$ cat src/rtl/bayer_mosaic_tx_if.sv
// Bayer transmit stream bundle.
// Upstream side : iValid, iR, iG, iB in; oReady out (RGB pixel handshake).
// Downstream side: oValid, oData, oNewFrame, oDone, oXCnt, oYCnt out; iReady in.
// master = the transmitter block, slave = the environment around it.
interface bayer_mosaic_tx_if;
  logic        iValid;
  logic [7:0]  iR;
  logic [7:0]  iG;
  logic [7:0]  iB;
  logic        oReady;
  logic        oValid;
  logic [7:0]  oData;
  logic        iReady;
  logic        oNewFrame;
  logic        oDone;
  logic [31:0] oXCnt;
  logic [31:0] oYCnt;

  modport master (
    input  iValid, iR, iG, iB, iReady,
    output oReady, oValid, oData, oNewFrame, oDone, oXCnt, oYCnt
  );

  modport slave (
    output iValid, iR, iG, iB, iReady,
    input  oReady, oValid, oData, oNewFrame, oDone, oXCnt, oYCnt
  );
endinterface

$ cat src/rtl/bayer_mosaic_tx.sv
// Bayer mosaic transmitter: takes full-RGB pixels in raster order and emits one
// 8-bit CFA sample per pixel, with a programmable blanking gap between frames.
// Ports: clk, reset (sync, active-high), bus (bayer_mosaic_tx_if.master):
//   iValid/iR/iG/iB/oReady  upstream RGB handshake (oReady is combinational)
//   oValid/oData/iReady     downstream Bayer sample handshake, 1-cycle latency
//   oNewFrame/oXCnt/oYCnt   position tags registered with the sample
//   oDone                   1-cycle pulse after the frame's last sample leaves
module bayer_mosaic_tx #(
  parameter int unsigned width    = 320,
  parameter int unsigned height   = 240,
  parameter int unsigned pattern  = 0,
  parameter int unsigned frameGap = 16
) (
  input  logic               clk,
  input  logic               reset,
  bayer_mosaic_tx_if.master  bus
);

  localparam int unsigned CntW = 32;
  localparam logic [1:0]      cfaPat  = 2'(pattern);
  localparam logic [CntW-1:0] lastCol = CntW'(width - 1);
  localparam logic [CntW-1:0] lastRow = CntW'(height - 1);
  localparam logic [CntW-1:0] lastGap = CntW'(frameGap - 1);

  typedef enum logic {
    ACTIVE = 1'b0,
    BLANK  = 1'b1
  } stateT;

  stateT           state;
  stateT           stateNext;
  logic [CntW-1:0] blankCnt;
  logic [CntW-1:0] blankCntNext;
  logic [CntW-1:0] col;
  logic [CntW-1:0] row;
  logic            inXfer;
  logic            outXfer;
  logic            lastPix;
  logic [7:0]      sample;

  assign bus.oReady = (state == ACTIVE) && (!bus.oValid || bus.iReady);
  assign inXfer     = bus.iValid && bus.oReady;
  assign outXfer    = bus.oValid && bus.iReady;
  assign lastPix    = (col == lastCol) && (row == lastRow);

  // State register
  always_ff @(posedge clk) begin
    if (reset) begin
      state    <= ACTIVE;
      blankCnt <= '0;
    end else begin
      state    <= stateNext;
      blankCnt <= blankCntNext;
    end
  end

  // Next state: enter BLANK after the frame's last accept, stay frameGap cycles
  always_comb begin
    stateNext    = state;
    blankCntNext = blankCnt;
    case (state)
      ACTIVE: begin
        if (inXfer && lastPix && (frameGap != 0)) begin
          stateNext    = BLANK;
          blankCntNext = '0;
        end
      end
      BLANK: begin
        if (blankCnt == lastGap) begin
          stateNext    = ACTIVE;
          blankCntNext = '0;
        end else begin
          blankCntNext = blankCnt + CntW'(1);
        end
      end
      default: stateNext = ACTIVE;
    endcase
  end

  // CFA colour pick from (pattern, row parity, column parity); green otherwise
  always_comb begin
    sample = bus.iG;
    case ({cfaPat, row[0], col[0]})
      4'b00_00, 4'b01_01, 4'b10_10, 4'b11_11: sample = bus.iR;
      4'b00_11, 4'b01_10, 4'b10_01, 4'b11_00: sample = bus.iB;
      default:                                sample = bus.iG;
    endcase
  end

  // Raster position of the next pixel to be accepted
  always_ff @(posedge clk) begin
    if (reset) begin
      col <= '0;
      row <= '0;
    end else if (inXfer) begin
      if (col == lastCol) begin
        col <= '0;
        row <= (row == lastRow) ? '0 : row + CntW'(1);
      end else begin
        col <= col + CntW'(1);
      end
    end
  end

  // One-deep output register; a simultaneous in/out transfer reloads it
  always_ff @(posedge clk) begin
    if (reset) begin
      bus.oValid    <= 1'b0;
      bus.oData     <= '0;
      bus.oNewFrame <= 1'b0;
      bus.oXCnt     <= '0;
      bus.oYCnt     <= '0;
      bus.oDone     <= 1'b0;
    end else begin
      bus.oDone <= outXfer && (bus.oXCnt == lastCol) && (bus.oYCnt == lastRow);
      if (inXfer) begin
        bus.oValid    <= 1'b1;
        bus.oData     <= sample;
        bus.oNewFrame <= (col == '0) && (row == '0);
        bus.oXCnt     <= col;
        bus.oYCnt     <= row;
      end else if (outXfer) begin
        bus.oValid    <= 1'b0;
        bus.oNewFrame <= 1'b0;
      end
    end
  end

endmodule

$ cat src/flat_wrapper.sv
// flat-port wrapper written by rule: the top's interface ports become plain ports
module bayer_mosaic_tx_flat 
#(
  parameter int unsigned width    = 320,
  parameter int unsigned height   = 240,
  parameter int unsigned pattern  = 0,
  parameter int unsigned frameGap = 16
)
  (clk, reset, bus_iValid, bus_iR, bus_iG, bus_iB, bus_iReady, bus_oReady, bus_oValid, bus_oData, bus_oNewFrame, bus_oDone, bus_oXCnt, bus_oYCnt);
  bayer_mosaic_tx_if bus_i ();
  input  logic clk;
  input  logic reset;
  input wire logic [$bits(bus_i.iValid)-1:0] bus_iValid;
  input wire logic [$bits(bus_i.iR)-1:0] bus_iR;
  input wire logic [$bits(bus_i.iG)-1:0] bus_iG;
  input wire logic [$bits(bus_i.iB)-1:0] bus_iB;
  input wire logic [$bits(bus_i.iReady)-1:0] bus_iReady;
  output wire logic [$bits(bus_i.oReady)-1:0] bus_oReady;
  output wire logic [$bits(bus_i.oValid)-1:0] bus_oValid;
  output wire logic [$bits(bus_i.oData)-1:0] bus_oData;
  output wire logic [$bits(bus_i.oNewFrame)-1:0] bus_oNewFrame;
  output wire logic [$bits(bus_i.oDone)-1:0] bus_oDone;
  output wire logic [$bits(bus_i.oXCnt)-1:0] bus_oXCnt;
  output wire logic [$bits(bus_i.oYCnt)-1:0] bus_oYCnt;
  assign bus_i.iValid = bus_iValid;
  assign bus_i.iR = bus_iR;
  assign bus_i.iG = bus_iG;
  assign bus_i.iB = bus_iB;
  assign bus_i.iReady = bus_iReady;
  assign bus_oReady = bus_i.oReady;
  assign bus_oValid = bus_i.oValid;
  assign bus_oData = bus_i.oData;
  assign bus_oNewFrame = bus_i.oNewFrame;
  assign bus_oDone = bus_i.oDone;
  assign bus_oXCnt = bus_i.oXCnt;
  assign bus_oYCnt = bus_i.oYCnt;
  bayer_mosaic_tx #(.width(width), .height(height), .pattern(pattern), .frameGap(frameGap)) u_core (.clk(clk), .reset(reset), .bus(bus_i));
endmodule
$ cat config.mk
export PLATFORM = sky130hd
export DESIGN_NAME = bayer_mosaic_tx_flat
export DESIGN_NICKNAME = d
export VERILOG_FILES = /design/src/rtl/bayer_mosaic_tx_if.sv /design/src/rtl/bayer_mosaic_tx.sv /design/src/flat_wrapper.sv
export SDC_FILE = /design/constraint.sdc
export NUM_CORES = 1
export LEC_CHECK = 0
export CAP_MARGIN = 5
export CORE_MARGIN = 10
export CORE_UTILIZATION = 40
export CTS_CLUSTER_SIZE = 28
export DETAILED_ROUTE_END_ITERATION = 12
export PLACE_DENSITY = 0.57
export SLEW_MARGIN = 20
export SYNTH_ARGS = -nofsm -noshare
export SYNTH_HDL_FRONTEND = slang
export SYNTH_SLANG_ARGS = --single-unit
$ cat constraint.sdc
create_clock -name clk -period 3.27 [get_ports clk]
set_input_delay 0.654 -clock clk [delete_from_list [all_inputs] [get_ports clk]]
set_output_delay 0.654 -clock clk [all_outputs]
set_load 0.01 [all_outputs]
==> impl_summary.md <==
Clocking
The clock-pin slew on the worst setup and hold paths is 0.06 ns. For this design, the sink count on the clock tree is 172. Buffers inserted during clock tree synthesis total 17. The count of hold buffers inserted by post-cts repair is 0.

The clock tree from TritonCTS is done. The clock passes through at most 2 buffers. The quantity of gates resized following cts is 0.

The buffers inserted during post-CTS setup optimization is 0. The H-tree was split into 4 levels. In this run the clock root is driven by a clkbuf_16.

Clock latency on the worst-skew pair, taken at its later pin, is 0.43 ns.

Logic synthesis
The number of cells produced by synthesis is 1011. The Yosys warning count is 0. After synthesis, the cell types taking the most area are dfxtp_1 (42%), nand2_1 (8.9%), a21oi_1 (7.3%), nor4_1 (3.9%), xnor2_1 (3.1%). The share of synthesized area occupied by flip-flops and latches is 0.421. Counting flops with an async set or reset pin after synthesis yields a share of 0. The number of enable flip-flop cells after synthesis is 0.

Of the post-synthesis cell area, the dominant cell type holds 0.421. The count of unique library cells instantiated by Yosys is 65. The netlist area before placement is 8180 µm². The number of nets handed over by synthesis was 1046. The total of flip-flops plus latches after synthesis is 172. The synthesized area per cell is 8.09 µm². The biggest area contributor in the post-synthesis netlist is dfxtp_1. The most common flop cell mapped by yosys is dfxtp_1.

Run
The number of violations of the max-capacitance limit is 0.

Critical path
The setup slack on the worst flop-to-flop path is 0.66 ns. The largest driver fanout on the critical path is 3. The worst endpoint data arrival time is 2.03 ns. The required time of the critical path is 2.62 ns. STA classifies the critical path endpoint as an output port.

The critical path is of the in -> out type. STA classifies the critical path startpoint as a primary input.

Detailed routing
The routed wire length is 23300 µm. The post-detailed-route DRC marker count is 0. The number of nets still failing antenna checks after routing is 0. The detailed router put a total of 10900 µm of wire on met1. The number of DRC markers in iteration 0 is 434. For this block, the via count after detailed routing is 7579. In the detailed route, the total length drawn on met3 is 889 µm. The routed wirelength normalized by instance count is 17.1 µm.

The detailed-router iteration count before antenna repair is 5. In this run the top signal layer used is met4. The length of routed met2 wiring is 11300 µm.

Using the TritonRoute via totals, the vias-per-cell ratio works out to 5.56.

Placement
The routability-driven placement congestion ratio is 0.835. The half-perimeter wire length of the detailed placement result is 16300 µm. OpenSTA, run right after detailed placement, puts the worst setup slack at 0.318 ns. The number of I/O port buffers is 103.

Global routing
For this run, the total global-route usage over all layers was measured as 0.174. The number of global-route vias before repair is 6973. The first global-routing pass estimated 37900 µm of wire.

The initial antenna violation count is 1. The global-route congestion overflow total is 0. Entering global routing, the biggest net connects 59 pins.

STA
The count of final hold-check violations is 0. The minimum clock period after layout is 2.68 ns. In the finished design, the share of the clock period the worst path needs comes to 0.820.

Setup violations remaining at the end of the flow were counted as 0. Adding up every negative setup slack in the final design gives 0 ns. The worst slew slack as a fraction of its limit is 0.552. At the pin with the least slew margin, the transition time is 0.666 ns. Setup repair after global routing left no endpoint under its margin.

Setup slack on the critical path of the routed design comes to 0.588 ns. Derived from the worst setup path, the maximum achievable clock frequency is 373 MHz. The final-layout worst hold slack is 0.454 ns.

The max-slew violation total from the final report is 0. The clock arrives with 0.0137 ns of skew.

Power
The worst vdd rail ir drop is 0.338 mV. The power per standard cell area is 440 nW/µm². The design draws 4410 µW. In this run the static leakage power is 0.00309 µW.

Finish
The layout overhead on the synthesized area is 22.5%. In the final layout, the share of cells above drive strength 1 is 0.0788. The post-layout utilization of the core is 0.497. After the last flow step, the layout net total stands at 1115.

Floorplanning
The overall die width is 163 µm. The die is 163 µm tall. The die covers 26600 µm². The area inside the core boundary is 20200 µm². The initialized floorplan defines 52 standard-cell rows.

The starting density of the core is 0.405. 104 I/O pins were placed.

Worst hold path
The worst hold path belongs to the class reg -> reg.

Run status
The flow ran to the end, and the final reports show no timing, DRC or antenna violations.
==> metrics by stage <==
stage / cells / cell area (µm²)
3_5_place_dp: 1331 / 9410
6_report: 1363 / 10000
5_1_grt: 1363 / 10000
3_3_place_gp: 1331 / 9410
4_1_cts: 1362 / 10000
2_1_floorplan: 1011 / 8180
==> power breakdown <==
part	switching, µW	leakage, µW	internal (µW)
combinational	127	0.00142	84.5
sequential	11.9	0.00139	2110
clock	851	0.000288	1230
total	990	0.00309	3420
==> critical path: stages <==
cell,delay [ns]
clkdlybuf4s50_1,0.46
nor2b_1,0.31
nor2_1,0.07
clkdlybuf4s50_1,0.53
==> Yosys cell counts, types with 22 or more instances <==
cell and n:
a21oi_1 119, clkbuf_1 36, dfxtp_1 172, nand2_1 194
nand3_1 32, nand4_1 30, nor2_1 53, nor4_1 51
o21ai_0 22, o31ai_1 22, or4_1 29, xnor2_1 29
==> area by class of cell <==
type / count / area (µm²)
fill: 1992 / 10200
multi-input combinational: 749 / 4340
tap: 270 / 338
inverter: 18 / 67.6
clock buffer: 23 / 498
timing repair buffer: 122 / 1220
antenna: 1 / 2.50
sequential: 172 / 3440
clock inverter: 8 / 109
==> layer usage <==
metal	vias to the layer above	global-route usage
li1	3815	-
met3	16	0.0356
met1	3635	0.229
met4	0	0.0422
met5	-	0
met2	113	0.285
==> sequential cells by signal (all words and copies together) (netlist names) <==
| signal | count |
|---|---|
| u_core.blankCnt | 32 |
| u_core.bus.oXCnt | 32 |
| u_core.bus.oYCnt | 32 |
| u_core.col | 32 |
| u_core.row | 32 |
| u_core.bus.oData | 8 |
| u_core.bus.oDone | 1 |
| u_core.bus.oNewFrame | 1 |
| u_core.bus.oValid | 1 |
| u_core.state | 1 |
==> cell families after synthesis <==
kind of cell | share of synthesized area
xor gates and xnor gates | 0.0364
buffers and inverters | 0.0497
and+or+nand+nor | 0.304
DFF | 0.421
adders and majority gates | 0.0107
AOI/OAI and AO/OA | 0.178
==> cells in the final DEF, fill, tap and decap left out, types with 9 or more instances in the layout <==
cell             netlist  layout
a21oi_1              119     119
clkdlybuf4s50_1        0     102
nand2b_1              10      10
dfxtp_1              172     172
or4_1                 29      29
o31ai_1               22      22
nor2_1                53      52
a311oi_1              15      15
buf_4                  4      16
o21ai_0               22      22
nand4_1               30      30
xnor2_1               29      29
nand3_1               32      32
a211oi_1               9       9
clkbuf_16              0      17
inv_1                 18      18
and3_1                10      10
nand2_1              194     193
nor4_1                51      51
nor3_1                11      11
==> final timing paths <==
kind	from	endpoint	depth (start not counted)
worst min register to register	u_core.bus.oData[0]	u_core.bus.oData[0]	2
worst min-delay path	u_core.bus.oData[0]	u_core.bus.oData[0]	2
worst max register to register	u_core.col[10]	u_core.row[31]	5
worst max-delay path	bus_iReady	bus_oReady	4
No activity file was read; power rests on OpenSTA's default activity.
